File: src/rtl/mig_rw_arbiter.sv
// Arbitrates an AXIS write stream and an AXIS read request/return path onto a
// single MIG UI port, alternating or prioritising writes/reads per mode_in.
//
// Ports:
//   clk_in, rst_n_in          - MIG ui_clk and async active-low reset
//   mode_in                   - 0 alternate, 1 wr prio, 2 rd prio, 3 wr only
//   app_*                     - MIG UI command/write/read/maintenance signals
//   init_calib_complete       - MIG calibration done
//   write_axis_*              - AXIS sink feeding MIG writes (tuser = frame start)
//   read_axis_*               - AXIS source of MIG read returns (tuser = frame start)
//   outstanding_out           - issued-but-unreturned reads
//   rd_overflow_out           - sticky: read beat returned while sink not ready
module mig_rw_arbiter #(
  parameter int DATA_WIDTH      = 128,
  parameter int ADDR_WIDTH      = 27,
  parameter int NUM_BEATS       = 2048,
  parameter int ADDR_SHIFT      = 3,
  parameter int WR_BASE         = 0,
  parameter int RD_BASE         = 0,
  parameter int MAX_OUTSTANDING = 8
) (
  input  logic                          clk_in,
  input  logic                          rst_n_in,
  input  logic [1:0]                    mode_in,
  output logic [ADDR_WIDTH-1:0]         app_addr,
  output logic [2:0]                    app_cmd,
  output logic                          app_en,
  output logic [DATA_WIDTH-1:0]         app_wdf_data,
  output logic                          app_wdf_end,
  output logic                          app_wdf_wren,
  output logic [DATA_WIDTH/8-1:0]       app_wdf_mask,
  input  logic [DATA_WIDTH-1:0]         app_rd_data,
  input  logic                          app_rd_data_valid,
  input  logic                          app_rdy,
  input  logic                          app_wdf_rdy,
  input  logic                          init_calib_complete,
  output logic                          app_sr_req,
  output logic                          app_ref_req,
  output logic                          app_zq_req,
  input  logic [DATA_WIDTH-1:0]         write_axis_data,
  input  logic                          write_axis_tuser,
  input  logic                          write_axis_valid,
  output logic                          write_axis_ready,
  output logic [DATA_WIDTH-1:0]         read_axis_data,
  output logic                          read_axis_tuser,
  output logic                          read_axis_valid,
  input  logic                          read_axis_ready,
  output logic [$clog2(MAX_OUTSTANDING+1)-1:0] outstanding_out,
  output logic                          rd_overflow_out
);

  localparam int IW = (NUM_BEATS > 1) ? $clog2(NUM_BEATS) : 1;
  localparam int OW = $clog2(MAX_OUTSTANDING + 1);
  localparam logic [IW-1:0] LAST_IDX = IW'(NUM_BEATS - 1);
  localparam logic [OW-1:0] MAX_OUT  = OW'(MAX_OUTSTANDING);

  localparam logic [1:0] S_WAIT_INIT = 2'd0;
  localparam logic [1:0] S_ARB       = 2'd1;
  localparam logic [1:0] S_ISSUE_WR  = 2'd2;
  localparam logic [1:0] S_ISSUE_RD  = 2'd3;

  logic [1:0]    r_state;
  logic          r_last_wr;
  logic [IW-1:0] r_wr_idx;
  logic [IW-1:0] r_rd_idx;
  logic [IW-1:0] r_ret_idx;
  logic [OW-1:0] r_outstanding;
  logic          r_overflow;

  logic          w_wr_req;
  logic          w_rd_req;
  logic          w_any_req;
  logic          w_pick_wr;
  logic          w_in_wr;
  logic          w_in_rd;
  logic          w_wr_fire;
  logic          w_rd_fire;
  logic [IW-1:0] w_wr_idx_eff;
  logic [31:0]   w_wr_lin;
  logic [31:0]   w_rd_lin;

  function automatic logic [IW-1:0] inc_wrap(input logic [IW-1:0] v);
    return (v == LAST_IDX) ? '0 : v + IW'(1);
  endfunction

  assign w_wr_req  = write_axis_valid;
  assign w_rd_req  = read_axis_ready
                  && (r_outstanding < MAX_OUT)
                  && (mode_in != 2'd3);
  assign w_any_req = w_wr_req || w_rd_req;

  // Alternate mode: last grant was a read (also the reset value) -> write wins.
  always_comb begin
    w_pick_wr = 1'b0;
    case (mode_in)
      2'd0:    w_pick_wr = w_wr_req && (!w_rd_req || !r_last_wr);
      2'd1:    w_pick_wr = w_wr_req;
      2'd2:    w_pick_wr = w_wr_req && !w_rd_req;
      default: w_pick_wr = w_wr_req;
    endcase
  end

  // Losing calibration blocks any fire in the cycle the FSM is leaving.
  assign w_in_wr = (r_state == S_ISSUE_WR) && init_calib_complete;
  assign w_in_rd = (r_state == S_ISSUE_RD) && init_calib_complete;

  assign write_axis_ready = w_in_wr && app_rdy && app_wdf_rdy;
  assign w_wr_fire        = write_axis_ready && write_axis_valid;
  assign w_rd_fire        = w_in_rd && app_rdy;

  // A frame-start beat lands at index 0 regardless of the running index.
  assign w_wr_idx_eff = write_axis_tuser ? '0 : r_wr_idx;
  assign w_wr_lin     = 32'(WR_BASE) + 32'(w_wr_idx_eff);
  assign w_rd_lin     = 32'(RD_BASE) + 32'(r_rd_idx);

  always_comb begin
    app_addr = '0;
    if (w_wr_fire)
      app_addr = ADDR_WIDTH'(w_wr_lin << ADDR_SHIFT);
    else if (w_rd_fire)
      app_addr = ADDR_WIDTH'(w_rd_lin << ADDR_SHIFT);
  end

  assign app_en       = w_wr_fire || w_rd_fire;
  assign app_cmd      = w_in_rd ? 3'b001 : 3'b000;
  assign app_wdf_wren = w_wr_fire;
  assign app_wdf_end  = w_wr_fire;
  assign app_wdf_data = write_axis_data;
  assign app_wdf_mask = '0;

  assign app_sr_req  = 1'b0;
  assign app_ref_req = 1'b0;
  assign app_zq_req  = 1'b0;

  assign read_axis_valid = app_rd_data_valid;
  assign read_axis_data  = app_rd_data;
  assign read_axis_tuser = app_rd_data_valid && (r_ret_idx == '0);

  assign outstanding_out = r_outstanding;
  assign rd_overflow_out = r_overflow;

  always_ff @(posedge clk_in or negedge rst_n_in) begin
    if (!rst_n_in) begin
      r_state   <= S_WAIT_INIT;
      r_last_wr <= 1'b0;
    end else if (!init_calib_complete) begin
      r_state <= S_WAIT_INIT;
    end else begin
      case (r_state)
        S_WAIT_INIT: r_state <= S_ARB;
        S_ARB: begin
          if (w_any_req) begin
            r_state   <= w_pick_wr ? S_ISSUE_WR : S_ISSUE_RD;
            r_last_wr <= w_pick_wr;
          end
        end
        S_ISSUE_WR: if (w_wr_fire) r_state <= S_ARB;
        S_ISSUE_RD: if (w_rd_fire) r_state <= S_ARB;
        default:    r_state <= S_WAIT_INIT;
      endcase
    end
  end

  always_ff @(posedge clk_in or negedge rst_n_in) begin
    if (!rst_n_in) begin
      r_wr_idx  <= '0;
      r_rd_idx  <= '0;
      r_ret_idx <= '0;
    end else begin
      if (w_wr_fire)         r_wr_idx  <= inc_wrap(w_wr_idx_eff);
      if (w_rd_fire)         r_rd_idx  <= inc_wrap(r_rd_idx);
      if (app_rd_data_valid) r_ret_idx <= inc_wrap(r_ret_idx);
    end
  end

  // A return with nothing outstanding is ignored rather than wrapping.
  always_ff @(posedge clk_in or negedge rst_n_in) begin
    if (!rst_n_in) begin
      r_outstanding <= '0;
    end else begin
      case ({w_rd_fire, app_rd_data_valid})
        2'b10:   r_outstanding <= r_outstanding + OW'(1);
        2'b01:   if (r_outstanding != '0)
                   r_outstanding <= r_outstanding - OW'(1);
        default: r_outstanding <= r_outstanding;
      endcase
    end
  end

  always_ff @(posedge clk_in or negedge rst_n_in) begin
    if (!rst_n_in)
      r_overflow <= 1'b0;
    else if (app_rd_data_valid && !read_axis_ready)
      r_overflow <= 1'b1;
  end

endmodule

File: config.mk
export PLATFORM = sky130hd
export DESIGN_NAME = mig_rw_arbiter
export DESIGN_NICKNAME = d
export VERILOG_FILES = /design/src/rtl/mig_rw_arbiter.sv
export SDC_FILE = /design/constraint.sdc
export NUM_CORES = 1
export LEC_CHECK = 0
export ABC_AREA = 1
export CORE_AREA = 5 5 225 227
export CTS_BUF_LIST = sky130_fd_sc_hd__clkbuf_16
export DETAILED_ROUTE_END_ITERATION = 8
export DIE_AREA = 0 0 230 232
export HOLD_SLACK_MARGIN = 0.02
export PLACE_DENSITY = 0.37
export SLEW_MARGIN = 40
export SYNTH_ARGS = -nofsm -noshare
export SYNTH_HDL_FRONTEND = slang
export SYNTH_SLANG_ARGS = --single-unit
export TNS_END_PERCENT = 5
File: constraint.sdc
create_clock -name clk_in -period 1.5 [get_ports clk_in]
set_input_delay 0.3 -clock clk_in [delete_from_list [all_inputs] [get_ports clk_in]]
set_output_delay 0.3 -clock clk_in [all_outputs]
set_load 0.05 [all_outputs]
==> impl_table.tex, run 1 <==
\begin{tabular}{lr}
\hline
Metric & Value \\
\hline
\multicolumn{2}{l}{\textbf{Yosys}} \\
Area share of and/or/nand/nor cells after synthesis & 16.05\% \\
Most common library cells after synthesis & 298 x sky130\_fd\_sc\_hd\_\_buf\_4, 71 x sky130\_fd\_sc\_hd\_\_nand2\_1, 44 x sky130\_fd\_sc\_hd\_\_inv\_1 \\
Post-Synthesis Mean Instance Area & 7.569 µm² \\
Xor/xnor share of the synthesized area & under 10\% \\
Synth cell types & 35 \\
Dominant combinational cell family by area after synthesis & buffers and inverters \\
Most instantiated flip-flop cell in the synthesis netlist & sky130\_fd\_sc\_hd\_\_dfrtp\_1 \\
Most repeated cell in the gate-level netlist after synthesis & sky130\_fd\_sc\_hd\_\_buf\_4 \\
Post-synthesis adder-cell area fraction & $\sim$1.3\% \\
Post-synthesis sequential element count & 41 \\
Top post-synthesis cells by area & sky130\_fd\_sc\_hd\_\_buf\_4 47\%, sky130\_fd\_sc\_hd\_\_dfrtp\_1 22\%, sky130\_fd\_sc\_hd\_\_nand2\_1 5.6\%, sky130\_fd\_sc\_hd\_\_inv\_1 3.5\%, sky130\_fd\_sc\_hd\_\_nand3\_1 3.4\% \\
Gate Count Post-Synth & 626 \\
Synthesized area & 0.004738 mm² \\
Fraction of synthesized cell area taken by the top area cell type & 47.21\% \\
Count of synthesis-stage warnings from yosys & 0 \\
Seq/Total Area, Yosys & 21.65\% \\
Post-synth ARST share & 100.0\% \\
Fraction of the mapped netlist area in compound gates & 5.228\% \\
Count of flip-flops with a built-in enable after synthesis & 0 \\
Largest area contributor in the synthesized netlist & sky130\_fd\_sc\_hd\_\_buf\_4 \\
Mux share of post-synthesis cell area & 0\% \\
\multicolumn{2}{l}{\textbf{Die}} \\
Std-Cell Rows & 81 \\
Horizontal die dimension & 230 µm \\
Initial standard-cell utilization of the core & 9.781\% \\
IO Count & 583 \\
Area of the die & 0.05336 mm² \\
Std-Cell Core Area & 0.04844 mm² \\
Y dimension of the die & 232 µm \\
\multicolumn{2}{l}{\textbf{Worst setup path}} \\
Arrival time reported for the critical path endpoint & 1.60 ns \\
Number of cells on the critical path & 6 \\
Worst EP required & 1.20 ns \\
Worst Reg2Reg Path Length in Cells & 14 \\
Cell chain of the critical path & buf\_4 > nand4\_4 > buf\_6 > buf\_12 > o21ai\_4 > buf\_12 \\
Flop2flop setup slack & -0.30 ns \\
Delay of the slowest cell on the worst path & about 0.4 ns \\
Endpoint of the most critical register-to-register path & outstanding\_out[2]\$\_DFFE\_PN0P\_ \\
Crit path max-delay family & buffers and inverters \\
End of the critical path & app\_addr[5] \\
Cell with the most instances on the worst path & sky130\_fd\_sc\_hd\_\_buf\_12 \\
Crit Path Max Fanout & 14 \\
Critical Path Source & r\_state[0]\$\_DFFE\_PN0P\_ \\
Cell type of the slowest stage on the worst timing path & sky130\_fd\_sc\_hd\_\_dfrtp\_1 \\
Critical Path End Type & output port \\
Buffers plus inverters on the worst setup path & 4 \\
Sort of element at the start of the critical path & flip-flop \\
Beginning of the worst register-to-register path & r\_state[0]\$\_DFFE\_PN0P\_ \\
Startpoint-to-endpoint class of the critical path & flip-flop to output port \\
\multicolumn{2}{l}{\textbf{Clock tree}} \\
TritonCTS buffer count & 5 \\
Clock insertion delay at the later pin of the skew report & 0.30 ns \\
H-tree level count & 2 \\
Clock tree from TritonCTS & yes \\
CTS Root Buffer Type & sky130\_fd\_sc\_hd\_\_clkbuf\_16 \\
Clock-pin slew of the registers on the worst-case setup and hold paths & about 0.07 ns \\
Maximum buffer depth of the clock tree & 2 \\
\# clock sinks & between 40 and 50 \\
\multicolumn{2}{l}{\textbf{Drt}} \\
Number of iterations in the first detailed-routing pass & 4 \\
Via-to-Cell Ratio & 2.706 \\
Total number of vias & 2,977 \\
Number of antenna-violating nets in the routed design & 0 \\
DR iter-0 viols & 112 \\
Drc violations & 0 \\
Final Routed Wirelength & 13.03 mm \\
WL per Instance & roughly 12 µm \\
\multicolumn{2}{l}{\textbf{Placement}} \\
DP Wirelength & 10.74 mm \\
Total of buffers placed on input and output ports & 33 \\
Placement Cell Area & 0.004621 mm² \\
Cell total after placement & approximately 1.1k \\
Routability congestion estimate & 0.7315 \\
\multicolumn{2}{l}{\textbf{STA}} \\
Worst setup margin & -0.4019 ns \\
Final setup viols & 28 \\
Final-report max-slew violation count & 0 \\
Final number of hold-violating endpoints & 0 \\
Unrepaired setup endpoints after global routing & true \\
F\_max & around 0.53 GHz \\
Worst hold slack across all endpoints & 0.4327 ns \\
Worst clock skew & 0.005743 ns \\
Fraction of the cycle the final worst path needs & 126.8\% \\
Final critical-path required period & 1.902 ns \\
\multicolumn{2}{l}{\textbf{Global route}} \\
Global-route wire length before repair & 18.60 mm \\
Antenna violations before repair & 0 \\
Maximum number of pins on one net before global-route repair & 30 \\
Global-route congestion overflow total & 0 \\
Vias in the first global route & about 3.0k \\
Global routing usage summed across all routing layers & 4.645\% \\
\multicolumn{2}{l}{\textbf{Finish}} \\
Net count, final & between 700 and 800 \\
Share of cells above drive strength 1 & 38.57\% \\
Combined area of the multi-input logic cells & 0.001687 mm² \\
Sequential Area & roughly 0.001 mm² \\
Count of filler cells inserted in the layout & 5,624 \\
Final std cells w/o fill & 1,100 \\
Area Overhead vs Synth & 5.915\% \\
Finished Cell Area & 0.005019 mm² \\
\multicolumn{2}{l}{\textbf{Pwr}} \\
Cell leakage power & 2.148 nW \\
Ratio of total power to cell area & 1049 mW/mm² \\
Worst vdd ir & 994.9 µV \\
Final Power & 5.266 mW \\
\multicolumn{2}{l}{\textbf{Outcome}} \\
Outcome & complete, but fails checks \\
Failing checks & setup timing \\
\multicolumn{2}{l}{\textbf{Worst hold path}} \\
Hold Path Class & primary input to asynchronous set/reset pin \\
\multicolumn{2}{l}{\textbf{Job}} \\
Max-capacitance violation count & 0 \\
\hline
\end{tabular}
## worst reg2reg max path, cell delays in order (launching register included)
cell and delay [ns]:
sky130_fd_sc_hd__dfrtp_1 0.40, sky130_fd_sc_hd__buf_4 0.15, sky130_fd_sc_hd__nand4_4 0.11, sky130_fd_sc_hd__buf_6 0.16, sky130_fd_sc_hd__buf_12 0.12, sky130_fd_sc_hd__nand2_2 0.05, sky130_fd_sc_hd__nand2_1 0.07, sky130_fd_sc_hd__nand2_1 0.06
sky130_fd_sc_hd__inv_1 0.05, sky130_fd_sc_hd__ha_1 0.17, sky130_fd_sc_hd__inv_1 0.05, sky130_fd_sc_hd__nand2_1 0.05, sky130_fd_sc_hd__xnor2_1 0.13, sky130_fd_sc_hd__nand2_1 0.06, sky130_fd_sc_hd__o21ai_0 0.07
## layout make-up
class | count | area share, %
Multi-Input combinational cell | 269 | 33.61
Timing Repair Buffer | 108 | 23.34
Clock inverter | 3 | 0.3490
Tap cell | 622 | 15.51
Timing Repair inverter | 1 | 0.1745
Clock buffer | 5 | 2.493
Sequential cell | 41 | 20.44
Inverter | 50 | 4.039
Antenna cell | 1 | 0.04986
## metal layers
layer / vias up / share of wire [%] / global-route usage (%) / wire [µm]
met5: - / 0.33 / 0.6434 / 43
met2: 246 / 40 / 6.185 / 5255
met4: 2 / 8.1 / 3.718 / 1051
met3: 107 / 15 / 3.509 / 1983
li1: 1326 / - / - / -
met1: 1296 / 36 / 4.794 / 4695
## metrics by stage
| stage | setup WS [ns] | TNS [ns] | utilization (%) |
|---|---|---|---|
| floorplan | -0.3954 | -5.916 | - |
| global placement | -0.7282 | -26.73 | 9.538 |
| detailed placement | -0.7525 | -26.98 | 9.538 |
| CTS | -0.4591 | -8.447 | 10.21 |
| global route | -0.5210 | -11.44 | 10.35 |
| finish | -0.4019 | -7.073 | 10.36 |
## flip-flops by register name (all words and copies together), names as in the netlist
register / cells
r_rd_idx: 11
r_ret_idx: 11
r_wr_idx: 11
outstanding_out: 4
r_state: 2
r_last_wr: 1
rd_overflow_out: 1
## placed cells by master, fill, tap and decap left out, types with 4 or more instances in the layout
| cell | synthesis | final |
|---|---|---|
| sky130_fd_sc_hd__a21oi_1 | 6 | 6 |
| sky130_fd_sc_hd__buf_12 | 0 | 26 |
| sky130_fd_sc_hd__buf_4 | 298 | 67 |
| sky130_fd_sc_hd__buf_6 | 2 | 4 |
| sky130_fd_sc_hd__clkbuf_16 | 0 | 5 |
| sky130_fd_sc_hd__clkdlybuf4s50_1 | 0 | 6 |
| sky130_fd_sc_hd__conb_1 | 1 | 37 |
| sky130_fd_sc_hd__dfrtp_1 | 41 | 41 |
| sky130_fd_sc_hd__inv_1 | 44 | 40 |
| sky130_fd_sc_hd__inv_2 | 5 | 8 |
| sky130_fd_sc_hd__nand2_1 | 71 | 54 |
| sky130_fd_sc_hd__nand2_2 | 3 | 14 |
| sky130_fd_sc_hd__nand2_4 | 1 | 7 |
| sky130_fd_sc_hd__nand3_1 | 32 | 27 |
| sky130_fd_sc_hd__nand3_2 | 0 | 4 |
| sky130_fd_sc_hd__nand4_1 | 5 | 5 |
| sky130_fd_sc_hd__nor2_1 | 34 | 23 |
| sky130_fd_sc_hd__nor2_2 | 1 | 10 |
| sky130_fd_sc_hd__o21ai_0 | 29 | 18 |
| sky130_fd_sc_hd__o21ai_4 | 0 | 9 |
| sky130_fd_sc_hd__xor2_1 | 17 | 17 |
## cell families after synthesis
kind of cell | Yosys count
and+or+nand+nor | 164
other | 1
xor gates and xnor gates | 19
DFF | 41
buffers and inverters | 352
adders and majority gates | 5
AOI/OAI and AO/OA | 44
## how the worst min path moves through the flow
| stage | end | start | cells after the start | slack (ns) |
|---|---|---|---|---|
| after floorplan | outstanding_out[0]$_DFFE_PN0P_ | rst_n_in | 0 | 0.004 |
| final | r_ret_idx[7]$_DFFE_PN0P_ | rst_n_in | 2 | 0.43 |
| after detailed placement | r_ret_idx[5]$_DFFE_PN0P_ | rst_n_in | 1 | 0.24 |
| after global placement | r_ret_idx[5]$_DFFE_PN0P_ | rst_n_in | 1 | 0.23 |
| after global routing | r_ret_idx[5]$_DFFE_PN0P_ | rst_n_in | 2 | 0.48 |
| after CTS | r_ret_idx[5]$_DFFE_PN0P_ | rst_n_in | 2 | 0.43 |
## power by group
group	internal (mW)	total, mW	switching (mW)
Combinational	1.04	2.51	1.47
Sequential	1.39	1.62	0.229
Clock	0.613	1.14	0.524
## timing repair
action                                 CTS  global route
buffers inserted                         6             0
gates resized for setup                 40            19
setup endpoints to repair               44            46
gates cloned                             1             0
pin swaps                                8             5
hold buffers                             1             0
endpoints found under the hold margin   12             0
Note: power is estimated with default switching activity, not from simulation.
==> run 2: changes to the inputs <==
- CTS_CLUSTER_DIAMETER: unset -> 60
- CTS_CLUSTER_SIZE: unset -> 30
==> results of run 2 <==
Final layout, timing and power as in run 1 (identical DEF).
==> run 3: changes to the inputs <==
- PLACE_DENSITY: 0.37 -> 0.45
==> impl_table.tex, run 3 (synthesis results as in run 1) <==
\begin{tabular}{lr}
\hline
Metric & Value \\
\hline
\multicolumn{2}{l}{\textbf{Die}} \\
Std-Cell Rows & 81 (unchanged) \\
IO Count & 583 (unchanged) \\
Std-Cell Core Area & 0.04844 mm² (unchanged) \\
Initial standard-cell utilization of the core & 9.781\% (unchanged) \\
Horizontal die dimension & 230 µm (unchanged) \\
Area of the die & 0.05336 mm² (unchanged) \\
Y dimension of the die & 232 µm (unchanged) \\
\multicolumn{2}{l}{\textbf{Worst setup path}} \\
Beginning of the worst register-to-register path & r\_state[1]\$\_DFFE\_PN0P\_ \\
Critical Path Source & r\_state[0]\$\_DFFE\_PN0P\_ \\
Crit Path Max Fanout & 5 (-9) \\
Worst Reg2Reg Path Length in Cells & 15 (+1) \\
Endpoint of the most critical register-to-register path & outstanding\_out[2]\$\_DFFE\_PN0P\_ \\
Startpoint-to-endpoint class of the critical path & flip-flop to output port \\
Arrival time reported for the critical path endpoint & 1.68 ns (+0.08 ns) \\
Sort of element at the start of the critical path & flip-flop \\
Flop2flop setup slack & -0.31 ns (about the same) \\
Worst EP required & 1.20 ns (about the same) \\
Critical Path End Type & output port \\
End of the critical path & app\_addr[13] \\
\multicolumn{2}{l}{\textbf{Finish}} \\
Most common cell after layout, fill and taps aside & sky130\_fd\_sc\_hd\_\_buf\_4 \\
Sequential Area & 0.001027 mm² (+0.12\%) \\
Final core occ & 10.62\% (+0.26 points) \\
Area Overhead vs Synth & 8.608\% \\
Combined area of the multi-input logic cells & 0.001753 mm² (+3.9\%) \\
Largest registers & r\_rd\_idx: 11 flops, r\_ret\_idx: 11 flops, r\_wr\_idx: 11 flops \\
Number of diodes & 0 (-1) \\
Most frequent cells in the layout & 62 x sky130\_fd\_sc\_hd\_\_buf\_4, 47 x sky130\_fd\_sc\_hd\_\_nand2\_1, 40 x sky130\_fd\_sc\_hd\_\_inv\_1, 40 x sky130\_fd\_sc\_hd\_\_dfrtp\_1, 37 x sky130\_fd\_sc\_hd\_\_conb\_1 \\
Net count, final & 748 (unchanged) \\
Share of cells above drive strength 1 & 39.62\% (+1.0 points) \\
Count of filler cells inserted in the layout & 5,592 (-0.57\%) \\
\multicolumn{2}{l}{\textbf{Clock tree}} \\
H-tree level count & 2 (unchanged) \\
Clock insertion delay at the later pin of the skew report & 0.29 ns (about the same) \\
Clock-pin slew of the registers on the worst-case setup and hold paths & 0.06 ns (about the same) \\
TritonCTS buffer count & 5 (unchanged) \\
Clock tree from TritonCTS & yes \\
CTS Root Buffer Type & sky130\_fd\_sc\_hd\_\_clkbuf\_16 \\
Maximum buffer depth of the clock tree & 2 (unchanged) \\
\# clock sinks & 41 (unchanged) \\
\multicolumn{2}{l}{\textbf{STA}} \\
Worst hold slack across all endpoints & 0.4758 ns (+0.04303 ns) \\
Unrepaired setup endpoints after global routing & true \\
F\_max & 0.5051 GHz (-3.9\%) \\
Final critical-path required period & 1.980 ns (+0.07794 ns) \\
Worst setup margin & -0.4799 ns (-0.07794 ns) \\
Final setup viols & 33 (+18\%) \\
Final-report max-slew violation count & 0 (unchanged) \\
Fraction of the cycle the final worst path needs & 132.0\% (+5.2 points) \\
Final number of hold-violating endpoints & 0 (unchanged) \\
Worst clock skew & 0.004870 ns (-0.0008724 ns) \\
\multicolumn{2}{l}{\textbf{Placement}} \\
Total of buffers placed on input and output ports & 33 (unchanged) \\
Pre-CTS setup slack & -0.7264 ns (+0.02611 ns) \\
Routability congestion estimate & 0.7403 (+1.2\%) \\
DP Wirelength & 12.14 mm (+13\%) \\
\multicolumn{2}{l}{\textbf{Global route}} \\
Global routing usage summed across all routing layers & 5.231\% (+0.59 points) \\
Global-route congestion overflow total & 0 (unchanged) \\
Vias in the first global route & 3,053 (+0.86\%) \\
Antenna violations before repair & 0 (unchanged) \\
Global-route wire length before repair & 20.44 mm (+9.9\%) \\
Maximum number of pins on one net before global-route repair & 42 (+40\%) \\
\multicolumn{2}{l}{\textbf{Drt}} \\
Number of antenna-violating nets in the routed design & 0 (unchanged) \\
Drc violations & 0 (unchanged) \\
Number of iterations in the first detailed-routing pass & 6 (+2) \\
Final Routed Wirelength & 14.86 mm (+14\%) \\
WL per Instance & 13.52 µm (+14\%) \\
Total number of vias & 3,036 (+2.0\%) \\
DR iter-0 viols & 95 (-15\%) \\
Via-to-Cell Ratio & 2.763 (+2.1\%) \\
\multicolumn{2}{l}{\textbf{Pwr}} \\
Worst vdd ir & 765.2 µV (-23\%) \\
Final Power & 5.500 mW (+4.4\%) \\
Cell leakage power & 2.242 nW (+4.4\%) \\
Ratio of total power to cell area & 1069 mW/mm² (+1.9\%) \\
\multicolumn{2}{l}{\textbf{Worst hold path}} \\
Worst hold stages & 3 \\
Hold Path Class & primary input to flip-flop \\
\multicolumn{2}{l}{\textbf{Outcome}} \\
Outcome & complete, but fails checks \\
Failing checks & setup timing \\
\multicolumn{2}{l}{\textbf{Job}} \\
Max-capacitance violation count & 0 (unchanged) \\
\hline
\end{tabular}
## run 3: where the power goes
| part | internal, mW | switching [mW] | leakage, nW |
|---|---|---|---|
| combinational | 1.08 | 1.50 | 1.67 |
| clock | 0.781 | 0.489 | 0.0775 |
| sequential | 1.39 | 0.258 | 0.493 |
| total | 3.26 | 2.24 | 2.24 |
## run 3: metal layers
layer  vias to the layer above  track usage, %  part of all wire (%)
li1                       1321               -                     -
met1                      1307           4.363                    29
met2                       286           7.808                    45
met3                       120           4.793                    19
met4                         2           3.792                   7.4
met5                         -          0.8272                  0.42
## run 3: through the flow
| step | instance area, µm² | cells | setup TNS, ns |
|---|---|---|---|
| floorplan | 5027 | 662 | -5.916 |
| global placement | 4593 | 1081 | -26.72 |
| detailed placement | 4593 | 1081 | -27.38 |
| CTS | 4917 | 1094 | -8.902 |
| global route | 5146 | 1099 | -11.44 |
| finish | 5146 | 1099 | -8.452 |
## run 3: area by class of cell
cell class / instances / share of cell area (%)
flip-flops and latches: 41 / 19.96
multi-input cells: 269 / 34.06
repair inverters: 2 / 0.5349
repair buffers: 107 / 23.10
well taps: 622 / 15.12
clock buffers: 5 / 2.431
clock inverters: 3 / 0.8023
inverters: 50 / 3.987
## run 3: critical path, cell delays in order (launching register included)
cell and delay (ns):
sky130_fd_sc_hd__dfrtp_2 0.43, sky130_fd_sc_hd__nor3_4 0.19, sky130_fd_sc_hd__inv_2 0.06, sky130_fd_sc_hd__nor2_4 0.17, sky130_fd_sc_hd__nand2_8 0.13, sky130_fd_sc_hd__clkinv_8 0.11
sky130_fd_sc_hd__nand2_2 0.06, sky130_fd_sc_hd__o21ai_4 0.07, sky130_fd_sc_hd__buf_12 0.15
## run 3: what timing repair did
item / 4_1_cts / 5_1_grt
resized for setup: 33 / 56
pin swaps: 6 / 8
hold buffers: 1 / 0
buffers inserted: 2 / 5
endpoints found under the setup margin: 47 / 47
hold endpoints to repair: 41 / 0
cloned: 2 / 0
## run 3: worst min-delay path by stage
stage                        startpoint                              to  slack, ns
2_1_floorplan                  rst_n_in  outstanding_out[0]$_DFFE_PN0P_      0.004
3_3_place_gp                   rst_n_in     rd_overflow_out$_DFFE_PN0P_       0.30
3_5_place_dp                   rst_n_in       r_ret_idx[10]$_DFFE_PN0P_       0.30
4_1_cts        r_wr_idx[10]$_DFFE_PN0P_        r_wr_idx[10]$_DFFE_PN0P_       0.49
5_1_grt               app_rd_data_valid        r_ret_idx[1]$_DFFE_PN0P_       0.50
6_report              app_rd_data_valid        r_ret_idx[1]$_DFFE_PN0P_       0.48
